===== src/rtl/commit_recovery_sequencer.sv =====
// commit_recovery_sequencer: arbitrates recovery requests, restores the rename map, walks the active list, then issues a refetch
module commit_recovery_sequencer #(
    parameter int COMMIT_WIDTH = 2,
    parameter int ACTIVE_LIST_ENTRY_NUM = 64,
    parameter int FLUSH_WIDTH = 2,
    localparam int CIW = $clog2(COMMIT_WIDTH),
    localparam int ACW = $clog2(ACTIVE_LIST_ENTRY_NUM) + 1,
    localparam int FW = $clog2(FLUSH_WIDTH) + 1
) (
    input  logic           clk,
    input  logic           rst,
    input  logic           exceptionDetectedInCommitStage,
    input  logic [2:0]     refetchTypeFromCommitStage,
    input  logic [CIW-1:0] recoveryOpIndex,
    input  logic           exceptionDetectedInBackend,
    input  logic [ACW-1:0] backendFlushCount,
    input  logic [ACW-1:0] activeListValidEntryNum,
    input  logic           holdRecovery,
    output logic [1:0]     phase,
    output logic           unableToStartRecovery,
    output logic           renameLogicRecoveryRMT,
    output logic           flushValid,
    output logic [FW-1:0]  flushNum,
    output logic           refetchValid,
    output logic [2:0]     refetchType,
    output logic           recoverySource
);
    typedef enum logic [1:0] {COMMIT = 2'd0, RECOVER_0 = 2'd1, RECOVER_1 = 2'd2} phase_t;

    phase_t         state;
    logic [ACW-1:0] remaining;
    logic           flushesSelf;
    logic [ACW:0]   commitDiff;
    logic [ACW-1:0] commitCount;
    logic [FW-1:0]  flushStep;
    logic           accept;

    assign phase = state;
    assign unableToStartRecovery = (state != COMMIT) || holdRecovery;
    assign accept = !unableToStartRecovery && (exceptionDetectedInCommitStage || exceptionDetectedInBackend);
    assign flushesSelf = (refetchTypeFromCommitStage == 3'd0) || (refetchTypeFromCommitStage == 3'd4);
    assign commitDiff = {1'b0, activeListValidEntryNum} - (ACW+1)'(recoveryOpIndex) - {{ACW{1'b0}}, !flushesSelf};
    assign commitCount = commitDiff[ACW] ? '0 : commitDiff[ACW-1:0];
    assign flushStep = (remaining > ACW'(FLUSH_WIDTH)) ? FW'(FLUSH_WIDTH) : remaining[FW-1:0];

    // Phase sequencing; remaining holds what is left after the flush currently shown on flushNum
    always_ff @(posedge clk or posedge rst) begin
        if (rst) begin
            state <= COMMIT;
            renameLogicRecoveryRMT <= 1'b0;
            flushValid <= 1'b0;
            flushNum <= '0;
            refetchValid <= 1'b0;
            refetchType <= 3'd0;
            recoverySource <= 1'b0;
            remaining <= '0;
        end else begin
            case (state)
                COMMIT: begin
                    refetchValid <= 1'b0;
                    if (accept) begin
                        state <= RECOVER_0;
                        renameLogicRecoveryRMT <= 1'b1;
                        remaining <= exceptionDetectedInCommitStage ? commitCount : backendFlushCount;
                        refetchType <= exceptionDetectedInCommitStage ? refetchTypeFromCommitStage : 3'd2;
                        recoverySource <= !exceptionDetectedInCommitStage;
                    end
                end
                RECOVER_0: begin
                    state <= RECOVER_1;
                    renameLogicRecoveryRMT <= 1'b0;
                    flushNum <= flushStep;
                    flushValid <= flushStep != '0;
                    remaining <= remaining - ACW'(flushStep);
                end
                RECOVER_1: begin
                    flushNum <= flushStep;
                    flushValid <= flushStep != '0;
                    remaining <= remaining - ACW'(flushStep);
                    if (remaining == '0) begin
                        state <= COMMIT;
                        refetchValid <= 1'b1;
                    end
                end
                default: state <= COMMIT;
            endcase
        end
    end
endmodule


===== config.mk =====
export PLATFORM = sky130hd
export DESIGN_NAME = commit_recovery_sequencer
export DESIGN_NICKNAME = d
export VERILOG_FILES = /design/src/rtl/commit_recovery_sequencer.sv
export SDC_FILE = /design/constraint.sdc
export NUM_CORES = 1
export LEC_CHECK = 0
export CELL_PAD_IN_SITES_DETAIL_PLACEMENT = 0
export CELL_PAD_IN_SITES_GLOBAL_PLACEMENT = 2
export CORE_MARGIN = 5
export CORE_UTILIZATION = 27
export DETAILED_ROUTE_END_ITERATION = 10
export GPL_ROUTABILITY_DRIVEN = 0
export PLACE_DENSITY = 0.89
export SLEW_MARGIN = 30
export SYNTH_ARGS = -nofsm -noshare
export SYNTH_HDL_FRONTEND = slang
export SYNTH_SLANG_ARGS = --single-unit

===== constraint.sdc =====
create_clock -name clk -period 2.6 [get_ports clk]
set_clock_uncertainty 0.05 [all_clocks]
set_input_delay 0.52 -clock clk [delete_from_list [all_inputs] [get_ports clk]]
set_output_delay 0.52 -clock clk [all_outputs]
set_load 0.05 [all_outputs]

==> impl_metrics.yaml <==
critical_path:
  cp.required_ns: 2.73
  r2r-start: "remaining[4]$_DFFE_PP0P_"
  critical_path.top_delay_family: "simple AND/OR/NAND/NOR gates"
  max_stage_delay_ns: 0.42
  cp_max_fo: 2
  critPathKind: "in -> reg"
  timing.rr.end: "remaining[6]$_DFFE_PP0P_"
  cp.arrival_ns: 2.67
  worstRegToRegCells: 9
  path_cells: "clkdlybuf4s50_1 > or2_2 > fa_1 > ha_2 > nor3b_1 > nor3b_2 > mux2i_1 > a211o_1 > o21ai_1"
  start_kind: "input pin"
  reg2reg_slack_ns: 0.47
  cp_num_buf_inv: 1
  crit_slowest_cell: "clkdlybuf4s50_1"
  endpoint_kind: "flip-flop"
cts:
  cts-root-buf: "clkbuf_8"
  cts_buffers: 3
  path_clk_slew_ns: 0.07
  clock-sinks: 18
  htreeDepth: 1
  clk_latency_ns: 0.25
  cts_buffer_depth: 2
  tritoncts: "built"
  postCtsHoldBufs: 0
placement:
  pre_cts_ws_ns: -0.2087
  io_buffers: 34
  post-dp-hpwl_mm: 2.832
sta:
  slew_headroom: 0.5273
  whs_ns: 0.4437
  setup_viol: 0
  drv_slew: 0
  fin_tns_setup_ns: 0
  rsz0062_at_grt: "true"
  post-route-period-util: 0.9767
  worst_pin_slew_ns: 0.7082
  setup_ws_ns: 0.06068
  fin_crit_ns: 2.539
  timing_hold_violations_final: 0
  max_freq_ghz: 0.3938
drt:
  post-route-drc-count: 0
  wl_mm: 3.624
  wire_per_inst_um: 14.61
  viasPerCell: 5.052
  drt_iter0_markers: 68
  ant_nets: 0
  dr.pass1.iters: 4
  vias: 1253
outcome:
  status: "complete, no violations"
synth:
  netlist_instances: 150
  ys_types: 49
  yosys_warnings: 0
  synthArstFlopShare: 1.000
  yosysSeqAreaShare: 0.3519
  synth-seq-cells: 18
  syn_nets: 179
  synth_ff_type: "dfrtp_1"
  syn_area_per_cell_um2: 8.533
  synth_edf_count: 0
  netlist_area_um2: 1280
power:
  total_power_mw: 1.853
  p_per_area_nw_per_um2: 1026
  leakagePower_nw: 0.7304
  peakVddDrop_v: 0.0007237
floorplan:
  rows: 25
  coreArea_um2: 4661
  io_pins: 35
  start_util: 0.2746
  die_x_um: 78.85
  dieArea_um2: 6217
  die_y_um: 78.85
grt:
  grt_max_degree: 19
  grt_pass1_wl_mm: 6.120
  gr-total-overflow: 0
  grt_pass1_vias: 1309
  grt_antenna_before_repair: 0
  grt_use_total: 0.1227
final_layout:
  final_cell_mix: "clkdlybuf4s50_1 (33), a21oi_1 (19), dfrtp_1 (18)"
  multi_input_area_um2: 757.0
  synthToLayoutAreaGrowth_pct: 41.15
  final_common_cell: "clkdlybuf4s50_1"
  fin_nets: 224
  antennaDiodeCount: 0
  final_core_util: 0.3877
  drive_gt1_frac: 0.1495
  fillers: 477
  register_area_um2: 450.4
job:
  drv_cap: 0
min_path:
  whs_path_depth: 1
  min_path_type: "reg -> reg"
  hp-start: "refetchType[2]$_DFFE_PP0P_"
  min_to: "refetchType[2]$_DFFE_PP0P_"
-- metrics by stage --
step	cell area, um2	cells
finish	1807	248
global route	1807	248
CTS	1804	248
detailed placement	1749	244
global placement	1749	244
floorplan	1280	150
-- flip-flops by register name, indices dropped and copies added (netlist names) --
name / flops
remaining: 7
refetchValid: 1
recoverySource: 1
phase: 2
flushNum: 2
flushValid: 1
renameLogicRecoveryRMT: 1
refetchType: 3
-- where the power goes --
part,internal [mW],switching [mW],leakage [nW]
clock,0.134,0.0929,0.0288
sequential,0.393,0.113,0.212
combinational,0.442,0.678,0.490
-- timing repair --
item                       CTS  global route
setup endpoints to repair    0             2
gates resized for setup      0             1
buffers inserted             0             0
-- layout make-up --
class	count	share of cell area
inverter	13	0.02701
multi-input combinational	113	0.4190
clock buffer	4	0.03047
sequential	18	0.2493
tap	54	0.03740
timing repair buffer	46	0.2368
-- how the worst max path moves through the flow --
stage                                        startpoint                  endpoint  slack [ns]  cells after the start
after floorplan                    phase[0]$_DFFE_PP0P_  remaining[1]$_DFFE_PP0P_        0.07                      9
after global placement    refetchTypeFromCommitStage[0]  remaining[6]$_DFFE_PP0P_       -0.19                      9
after detailed placement  refetchTypeFromCommitStage[0]  remaining[6]$_DFFE_PP0P_       -0.21                      9
after CTS                 refetchTypeFromCommitStage[0]  remaining[6]$_DFFE_PP0P_        0.03                      9
after global routing      refetchTypeFromCommitStage[0]  remaining[2]$_DFFE_PP0P_       -0.01                      9
final                     refetchTypeFromCommitStage[0]  remaining[6]$_DFFE_PP0P_        0.06                      9
-- cells by family after synthesis --
| family | count (synthesis) | share of synthesized area |
|---|---|---|
| other cells | 1 | 0.002930 |
| fa+ha+maj | 6 | 0.06452 |
| xor+xnor | 3 | 0.02053 |
| buf+inv | 19 | 0.05865 |
| flops | 18 | 0.3519 |
| simple gates | 45 | 0.1965 |
| compound gates | 56 | 0.2884 |
| mux | 2 | 0.01662 |
-- Yosys cell counts (2+ instances only) --
cell type / instances / share of area
nor2b_1: 5 / 0.024
a32o_1: 2 / 0.016
nand2_1: 9 / 0.026
o21ai_1: 3 / 0.012
nor3b_1: 2 / 0.012
o21ai_0: 9 / 0.035
dfrtp_1: 18 / 0.35
nor3_1: 6 / 0.023
inv_1: 13 / 0.038
nor4_1: 2 / 0.0098
a21oi_1: 19 / 0.074
nand3_1: 2 / 0.0078
nand2b_1: 2 / 0.0098
o22ai_1: 5 / 0.024
xnor2_1: 2 / 0.014
clkbuf_1: 3 / 0.0088
buf_2: 3 / 0.012
o221ai_1: 2 / 0.014
nor2_1: 9 / 0.026
ha_1: 5 / 0.049
-- per-layer routing --
layer / wire length (um) / vias up / track usage
met3: 92 / 2 / 0.02834
li1: - / 633 / -
met4: 20 / 0 / 0.02062
met5: 0 / - / 0
met2: 1809 / 14 / 0.2063
met1: 1702 / 604 / 0.1633
No activity file was read; power rests on OpenSTA's default activity.
